### src/rtl/dma_read_loader.sv
// dma_read_loader
//   DMA read sequencer. On `start` it latches NUM_SEG segment descriptors
//   (DMA word index, length in words, SRAM base word address). For each
//   non-empty segment, in order, it issues one request on the DMA read control
//   channel. It then accepts ceil(length/LANES) beats on the data channel,
//   splits each beat into LANES words and writes them, one cycle later, to the
//   SRAM write ports. Words past the end of the segment are masked off.
//
// Optional feature: define DMA_READ_LOADER_PERF_EN to add the perf_beats /
//   perf_stall counters and ports. Without it they are absent.
//
// Ports:
//   clk, rst                   clock, synchronous active-high reset
//   start                      one-cycle request, accepted only when idle
//   cfg_index/length/base      packed per-segment descriptors (segment s at slot s)
//   busy, done                 busy from the cycle after start through done; done pulse
//   dma_read_ctrl_*            request handshake (index, length, size=3'b010)
//   dma_read_chnl_*            beat handshake and data
//   wr_en/wr_addr/wr_data      registered per-lane SRAM write port
//   wr_seg                     segment number of the current write (bank decode)
//   perf_beats, perf_stall     (DMA_READ_LOADER_PERF_EN only) saturating counters
module dma_read_loader #(
    parameter int BEAT_WIDTH = 64,
    parameter int WORD_WIDTH = 32,
    parameter int NUM_SEG    = 2,
    parameter int ADDR_WIDTH = 16,
    localparam int LANES     = BEAT_WIDTH / WORD_WIDTH,
    localparam int SEG_W     = (NUM_SEG > 1) ? $clog2(NUM_SEG) : 1
) (
    input  logic                          clk,
    input  logic                          rst,
    input  logic                          start,
    input  logic [NUM_SEG*32-1:0]         cfg_index,
    input  logic [NUM_SEG*32-1:0]         cfg_length,
    input  logic [NUM_SEG*ADDR_WIDTH-1:0] cfg_base,
    output logic                          busy,
    output logic                          done,
    output logic                          dma_read_ctrl_valid,
    input  logic                          dma_read_ctrl_ready,
    output logic [31:0]                   dma_read_ctrl_data_index,
    output logic [31:0]                   dma_read_ctrl_data_length,
    output logic [2:0]                    dma_read_ctrl_data_size,
    input  logic                          dma_read_chnl_valid,
    input  logic [BEAT_WIDTH-1:0]         dma_read_chnl_data,
    output logic                          dma_read_chnl_ready,
    output logic [LANES-1:0]              wr_en,
    output logic [LANES*ADDR_WIDTH-1:0]   wr_addr,
    output logic [BEAT_WIDTH-1:0]         wr_data,
    output logic [SEG_W-1:0]              wr_seg
`ifdef DMA_READ_LOADER_PERF_EN
    ,
    output logic [31:0]                   perf_beats,
    output logic [31:0]                   perf_stall
`endif
);

    // Segment counter must be able to hold NUM_SEG itself ("past the last segment").
    localparam int SEG_CW = $clog2(NUM_SEG + 1);
    localparam logic [SEG_CW-1:0] SEG_LAST = SEG_CW'(NUM_SEG - 1);
    localparam logic [SEG_CW-1:0] SEG_END  = SEG_CW'(NUM_SEG);

    typedef enum logic [2:0] {S_IDLE, S_SEL, S_CTRL, S_CHNL, S_DONE} state_e;

    state_e                        state_q, state_d;
    logic [SEG_CW-1:0]             seg_q, seg_d;
    // Word offset of the next beat inside the segment (beat count * LANES).
    logic [31:0]                   word_q, word_d;
    logic [NUM_SEG*32-1:0]         idx_q, idx_d, len_q, len_d;
    logic [NUM_SEG*ADDR_WIDTH-1:0] base_q, base_d;
    logic [LANES-1:0]              wr_en_q, wr_en_d;
    logic [LANES*ADDR_WIDTH-1:0]   wr_addr_q, wr_addr_d;
    logic [BEAT_WIDTH-1:0]         wr_data_q, wr_data_d;
    logic [SEG_W-1:0]              wr_seg_q, wr_seg_d;

    logic [SEG_W-1:0]      seg_sel;
    logic [31:0]           cur_idx, cur_len;
    logic [ADDR_WIDTH-1:0] cur_base;
    logic                  ctrl_hs, chnl_hs, last_beat;

    // seg_sel is only used while seg_q < NUM_SEG; SEL tests for the end first.
    assign seg_sel   = seg_q[SEG_W-1:0];
    assign cur_idx   = idx_q[32*seg_sel +: 32];
    assign cur_len   = len_q[32*seg_sel +: 32];
    assign cur_base  = base_q[ADDR_WIDTH*seg_sel +: ADDR_WIDTH];
    assign ctrl_hs   = (state_q == S_CTRL) && dma_read_ctrl_ready;
    assign chnl_hs   = (state_q == S_CHNL) && dma_read_chnl_valid;
    // Widened by one bit so offset + LANES cannot wrap for lengths near 2^32.
    assign last_beat = ({1'b0, word_q} + 33'(LANES)) >= {1'b0, cur_len};

    always_comb begin
        // NOTE: every variable gets a default first so no path leaves it unassigned (no latches).
        state_d   = state_q;
        seg_d     = seg_q;
        word_d    = word_q;
        idx_d     = idx_q;
        len_d     = len_q;
        base_d    = base_q;
        wr_en_d   = '0;
        wr_addr_d = wr_addr_q;
        wr_data_d = wr_data_q;
        wr_seg_d  = wr_seg_q;

        unique case (state_q)
            S_IDLE: begin
                if (start) begin
                    state_d = S_SEL;
                    seg_d   = '0;
                    idx_d   = cfg_index;
                    len_d   = cfg_length;
                    base_d  = cfg_base;
                end
            end
            S_SEL: begin
                if (seg_q == SEG_END) begin
                    state_d = S_DONE;
                end else if (cur_len == '0) begin
                    // Skipping the final segment goes straight to DONE to save a cycle.
                    seg_d = seg_q + SEG_CW'(1);
                    if (seg_q == SEG_LAST) state_d = S_DONE;
                end else begin
                    state_d = S_CTRL;
                end
            end
            S_CTRL: begin
                if (ctrl_hs) begin
                    state_d = S_CHNL;
                    word_d  = '0;
                end
            end
            S_CHNL: begin
                if (chnl_hs) begin
                    wr_seg_d  = seg_sel;
                    wr_data_d = dma_read_chnl_data;
                    for (int l = 0; l < LANES; l++) begin
                        wr_en_d[l] = ({1'b0, word_q} + 33'(l)) < {1'b0, cur_len};
                        wr_addr_d[l*ADDR_WIDTH +: ADDR_WIDTH] =
                            cur_base + ADDR_WIDTH'(word_q) + ADDR_WIDTH'(l);
                    end
                    word_d = word_q + 32'(LANES);
                    if (last_beat) begin
                        state_d = S_SEL;
                        seg_d   = seg_q + SEG_CW'(1);
                    end
                end
            end
            S_DONE:  state_d = S_IDLE;
            default: state_d = S_IDLE;
        endcase
    end

    always_ff @(posedge clk) begin
        // NOTE: state registers use non-blocking assignments so all flops update from pre-edge values.
        if (rst) begin
            state_q   <= S_IDLE;
            seg_q     <= '0;
            word_q    <= '0;
            // NOTE: descriptor storage is a small register bank, so it is reset like any other state.
            idx_q     <= '0;
            len_q     <= '0;
            base_q    <= '0;
            wr_en_q   <= '0;
            wr_addr_q <= '0;
            wr_data_q <= '0;
            wr_seg_q  <= '0;
        end else begin
            state_q   <= state_d;
            seg_q     <= seg_d;
            word_q    <= word_d;
            idx_q     <= idx_d;
            len_q     <= len_d;
            base_q    <= base_d;
            wr_en_q   <= wr_en_d;
            wr_addr_q <= wr_addr_d;
            wr_data_q <= wr_data_d;
            wr_seg_q  <= wr_seg_d;
        end
    end

    // Handshake outputs decode the state directly so valid cannot drop before ready.
    assign busy                      = (state_q != S_IDLE);
    assign done                      = (state_q == S_DONE);
    assign dma_read_ctrl_valid       = (state_q == S_CTRL);
    assign dma_read_ctrl_data_index  = dma_read_ctrl_valid ? cur_idx : '0;
    assign dma_read_ctrl_data_length = dma_read_ctrl_valid ? cur_len : '0;
    assign dma_read_ctrl_data_size   = dma_read_ctrl_valid ? 3'b010 : 3'b000;
    assign dma_read_chnl_ready       = (state_q == S_CHNL);
    assign wr_en                     = wr_en_q;
    assign wr_addr                   = wr_addr_q;
    assign wr_data                   = wr_data_q;
    assign wr_seg                    = wr_seg_q;

`ifdef DMA_READ_LOADER_PERF_EN
    logic [31:0] perf_beats_q, perf_beats_d, perf_stall_q, perf_stall_d;
    logic        stall_cycle;

    assign stall_cycle = ((state_q == S_CTRL) && !ctrl_hs) || ((state_q == S_CHNL) && !chnl_hs);

    always_comb begin
        perf_beats_d = perf_beats_q;
        perf_stall_d = perf_stall_q;
        if ((state_q == S_IDLE) && start) begin
            perf_beats_d = '0;
            perf_stall_d = '0;
        end else begin
            if (chnl_hs && (perf_beats_q != '1))     perf_beats_d = perf_beats_q + 32'd1;
            if (stall_cycle && (perf_stall_q != '1)) perf_stall_d = perf_stall_q + 32'd1;
        end
    end

    always_ff @(posedge clk) begin
        if (rst) begin
            perf_beats_q <= '0;
            perf_stall_q <= '0;
        end else begin
            perf_beats_q <= perf_beats_d;
            perf_stall_q <= perf_stall_d;
        end
    end

    assign perf_beats = perf_beats_q;
    assign perf_stall = perf_stall_q;
`endif

endmodule
### config.mk
export PLATFORM = sky130hd
export DESIGN_NAME = dma_read_loader
export DESIGN_NICKNAME = d
export VERILOG_FILES = /design/src/rtl/dma_read_loader.sv
export SDC_FILE = /design/constraint.sdc
export NUM_CORES = 1
export LEC_CHECK = 0
export ABC_AREA = 1
export BUFFER_PORTS_ARGS = -buffer_cell sky130_fd_sc_hd__buf_2
export CORE_ASPECT_RATIO = 2
export CORE_MARGIN = 3
export CORE_UTILIZATION = 50
export DETAILED_ROUTE_END_ITERATION = 12
export PLACE_DENSITY = 0.76
export SLEW_MARGIN = 20
export SYNTH_ARGS = -nofsm -noshare
export SYNTH_HDL_FRONTEND = slang
export SYNTH_SLANG_ARGS = --single-unit
### constraint.sdc
create_clock -name clk -period 3.5 [get_ports clk]
set_input_delay 0.7 -clock clk [delete_from_list [all_inputs] [get_ports clk]]
set_output_delay 0.7 -clock clk [all_outputs]
set_load 0.05 [all_outputs]
# Word level (Yosys, flattened, before mapping)
# Cells that the tools add are included.
dict set report op_classes {
  add_sub_neg 6
  magnitude_cmp 3
  n_eq_ne 13
  shift 3
  muxes 20
  n_bitwise 2
  n_reduce_logical 13
}
# operator count
set ops {}
lappend ops {{$mux W32} 4}
lappend ops {{$shiftx A64 B7 Y32} 2}
lappend ops {{$pmux W32 S2} 1}
lappend ops {{$add A32 B1 Y33 const B} 1}
lappend ops {{$add A32 B2 Y33 const B} 1}
lappend ops {{$ge A33 B32 Y1} 1}
lappend ops {{$lt A33 B32 Y1} 1}
lappend ops {{$add A32 B2 Y32 const B} 1}
lappend ops {{$logic_not A32 Y1} 1}
lappend ops {{$lt A32 B32 Y1} 1}
lappend ops {{$shiftx A32 B6 Y16} 1}
lappend ops {{$mux W3} 7}
lappend ops {{$add A16 B1 Y16 const B} 1}
lappend ops {{$add A16 B16 Y16} 1}
lappend ops {{$mux W2} 6}
lappend ops {{$pmux W3 S4} 1}
lappend ops {{$eq A3 B2 Y1 const B} 2}
lappend ops {{$ne A2 B1 Y1 const B} 3}
lappend ops {{$ne A2 B2 Y1 const B} 3}
lappend ops {{$pmux W2 S3} 1}
lappend ops {{$reduce_and A6 Y1} 1}
lappend ops {{$reduce_bool A3 Y1} 2}
lappend ops {{$reduce_and A5 Y1} 1}
lappend ops {{$ne A4 B4 Y1 const B} 1}
lappend ops {{other kinds (12)} 15}
dict set report totals {
  regBits 296
  output_inout_bits 170
  wordCells 70
}

# Depth between registers and ports, before layout
dict set report logic_depth {
  ltp_word 5
  depth_mapped 25
  ltp_nobuf 25
}

# Worst setup path before layout
# Ideal clock, no wire load.
dict set report synth_path {
  kind {register to output}
  start {reg state_q[1]}
  end {out dma_read_ctrl_data_index[10]}
  arrival_time_ps 2982
  required_ps 2800
  slack_ps -182
  path_stages_with_launch 7
  path_buffers 2
  path_cell_list {dfxtp_1 inv_2 nor3_1 inv_2 clkbuf_1 clkbuf_1 nor2_1}
}
dict set report synth_between {
  elab_chain_len 2
}
# item line_no
set synth_lines {}
lappend synth_lines {{from (decl)} 64} ;# state_e state_q, state_d;
lappend synth_lines {{from (signal assigned)} 166} ;# state_q <= state_d;
lappend synth_lines {{$eq A3 B2 Y1} 182} ;# assign dma_read_ctrl_valid = (state_q == S_CTRL);
lappend synth_lines {{named net dma_read_ctrl_valid} 38} ;# output logic dma_read_ctrl_valid,
lappend synth_lines {{$mux W32} 183} ;# assign dma_read_ctrl_data_index = dma_read_ctrl_valid ? cur_idx : '0;
lappend synth_lines {{to (decl)} 40} ;# output logic [31:0] dma_read_ctrl_data_index,
# The timed path passes the listed nets, and every way through them passes these cells.

# Worst setup path after layout
dict set report layout_path {
  start {reg seg_q[0]}
  end {out dma_read_ctrl_data_length[20]}
}
dict set report layout_between {
  elab_chain_len 2
}
# item line_no
set layout_lines {}
lappend layout_lines {{from (decl)} 65} ;# logic [SEG_CW-1:0] seg_q, seg_d;
lappend layout_lines {{from (signal assigned)} 167} ;# seg_q <= seg_d;
lappend layout_lines {{$shiftx A64 B7 Y32} 83} ;# assign cur_len = len_q[32*seg_sel +: 32];
lappend layout_lines {{$mux W32} 184} ;# assign dma_read_ctrl_data_length = dma_read_ctrl_valid ? cur_len : '0;
lappend layout_lines {{to (decl)} 41} ;# output logic [31:0] dma_read_ctrl_data_length,
# Every way passes these cells.

==> metrics.csv <==
metric;value;unit
slew_headroom;26.6;%
combPwrFrac;44.1;%
drtAntennaViolNets;0;
io_buffer_count;396;
grt_usage;29.0;%
numCtsBuffers;27;
p_int;7.38;mW
drc;0;
worstPathRequired;2.80;ns
p_total;13.1;mW
routed_wirelength;52.8;mm
slowest_delay;0.55;ns
cts-root-buf;clkbuf_16;
whs;0.390;ns
first_iter_violations;678;
wl_per_cell;16.9;um
yosys.area.top_type;dfxtp_1;
switching_share;43.6;%
gp_congestion;0.971;
vias;16543;
peakVddDrop;528;uV
ys_top_cells_by_count;459 x nand2_1, 328 x a21oi_1, 316 x inv_1;
ctsHtreeMaxLevel;1;
ys.flop_type;dfxtp_1;
path_cells;buf_12, buf_12, nand2_1, o21ai_1, buf_4, nor2_1, buf_2;
cpMostUsedCell;buf_12;
status;finished clean;
yosys.area.top_type_share;36.9;%
switching_power;5.71;mW
fillCellCount;3002;
p_leak;9.29;nW
place_area;18500;um2
maxCapViolations;0;
viasPerCell;5.30;
overflow;0;
power_frac_seq;33.4;%
die_h;259;um
dp_hpwl;41.1;mm
crit_slowest_cell;dfxtp_4;
yosys_warnings;0;
utilization;61.5;%
worstSetupPathType;register to primary output;
fin_crit;3.28;ns
max_freq;0.305;GHz
initial_core_util;50.8;%
pwr-share-clk;22.5;%
cts_sinks;295;
tightest_slew;1.10;ns
nets;3016;
avgSynthCellArea;6.87;um2
hold_violations;0;
crit_path_start_kind;register;
skew;0.0247;ns
tritoncts;built;
fin_tns_setup;0;ns
crit_buf_inv;4;
synthCells;2332;
slew_violations;0;
crit_fanout;57;
async_flop_share;0;%
grt_pass1_wl;80.2;mm
drive_above_1_share;20.5;%
critPathArrivalTime;2.58;ns
synth_seq_area_share;36.9;%
pin_count;399;
grt_max_degree;80;
end_kind;primary output;
worstSkewPairLatency;0.57;ns
synth-edff-count;0;
dieArea;34300;um2
min_path_type;input port to register;
core;31500;um2
synth_most_common_cell;nand2_1;
grt_antenna_before_repair;4;
die_w;133;um
power_density;675;nW/um2
area_growth;21.2;%
cts_max_path_buffers;3;
final_area;19400;um2
ys_types;50;
ys_ff_latch;295;
cp_top_family;buffers and inverters;
drtPass1Iterations;5;
grt_pass1_vias;15810;
post-route-period-util;93.8;%
yosys-top-cells-area;dfxtp_1 37%, nand2_1 11%, a21oi_1 10%, ha_1 8.7%, inv_1 7.4%;
netlist_area;16000;um2
clk_pin_slew;0.07;ns
rows;92;
setup_violations;0;
[worst min-delay path: stages]
cell and delay, ns:
buf_2 0.10, nand2_1 0.05, a21oi_1 0.05
[flip-flops by register name (all words and copies together), names as in the netlist]
register  count
idx_q        64
base_q       32
len_q        64
word_q       31
wr_data      64
seg_q         2
wr_en         2
wr_addr      32
state_q       3
wr_seg        1
[cells in the final DEF (no fill, tap or decap), types with 3 or more instances in the layout]
cell	instances
nand4_1	33
dfxtp_1	289
buf_2	396
ha_1	111
nor3_1	21
inv_2	6
nor2_1	179
xnor2_1	3
dfxtp_4	3
nor2_2	10
clkbuf_16	27
conb_1	3
nor3_2	5
buf_4	60
nand2_1	459
nor4_1	3
o21ai_1	30
diode_2	3
a211oi_1	6
dfxtp_2	3
nand3b_1	3
inv_1	315
clkbuf_8	5
xor2_1	18
inv_4	3
clkbuf_1	6
o21ai_2	3
o21bai_1	6
nand3_1	72
buf_12	6
o32ai_1	16
o21a_1	6
o211ai_1	9
or2_2	5
a21oi_1	328
a32o_1	4
o21ai_0	213
[cell families (layout without fill, tap and decap cells)]
kind of cell | Yosys count | after routing | share of synthesized area [%]
xor gates and xnor gates | 21 | 21 | 1.15
other | 1 | 6 | 0.0234
adders and majority gates | 112 | 112 | 8.80
DFF | 295 | 295 | 36.9
AOI/OAI and AO/OA | 631 | 631 | 21.0
and+or+nand+nor | 799 | 799 | 20.6
buffers and inverters | 473 | 832 | 11.5
[layer usage]
metal	GRT usage, %	vias to the layer above	wire [um]
li1	-	8273	-
met1	28.6	7474	18200
met2	55.1	632	27700
met3	4.56	164	3220
met4	18.7	0	3630
met5	0	-	0
[metrics by stage]
stage / instances / worst slack [ns]
final: 3119 / 0.218
after global routing: 3119 / -0.00375
after floorplan: 2334 / 0.360
after detailed placement: 3067 / 0.0619
after CTS: 3114 / 0.0607
after global placement: 3067 / 0.176
[final cells by class]
| class | count | area (um2) | share of cell area (%) |
|---|---|---|---|
| Timing Repair Buffer | 462 | 2550 | 13.2 |
| Clock inverter | 9 | 95.1 | 0.490 |
| Antenna cell | 3 | 7.51 | 0.0387 |
| Sequential cell | 295 | 5920 | 30.5 |
| Tap cell | 423 | 529 | 2.73 |
| Clock buffer | 38 | 767 | 3.95 |
| Inverter | 323 | 1220 | 6.27 |
| Multi-Input combinational cell | 1566 | 8310 | 42.8 |
[path summary, 6_finish.rpt]
kind / start / endpoint / slack [ns] / depth (start not counted)
worst min-delay path: dma_read_chnl_data[18] / wr_data[18]$_SDFFE_PP0P_ / 0.39 / 3
worst max register to register: word_q[22]$_SDFFE_PP0P_ / seg_q[0]$_SDFFE_PP0P_ / 0.29 / 19
worst min register to register: idx_q[51]$_SDFFE_PP0P_ / idx_q[51]$_SDFFE_PP0P_ / 0.44 / 2
worst max-delay path: seg_q[0]$_SDFFE_PP0P_ / dma_read_ctrl_data_length[20] / 0.22 / 7
[power groups by stage]
stage	Combinational (mW)	Clock, mW	Sequential [mW]
finish	5.78	2.95	4.37
global route	6.36	3.11	4.44
CTS	5.76	3.00	4.37
detailed placement	5.73	0	4.44
global placement	5.63	0	4.41
floorplan	3.68	0	4.64
[repair_timing]
action	in CTS	in global routing
setup endpoints to repair	0	5
resized for setup	0	14
endpoints found under the hold margin	0	0
hold buffers	0	0
buffers inserted	0	2
No activity file was read; power rests on OpenSTA's default activity.
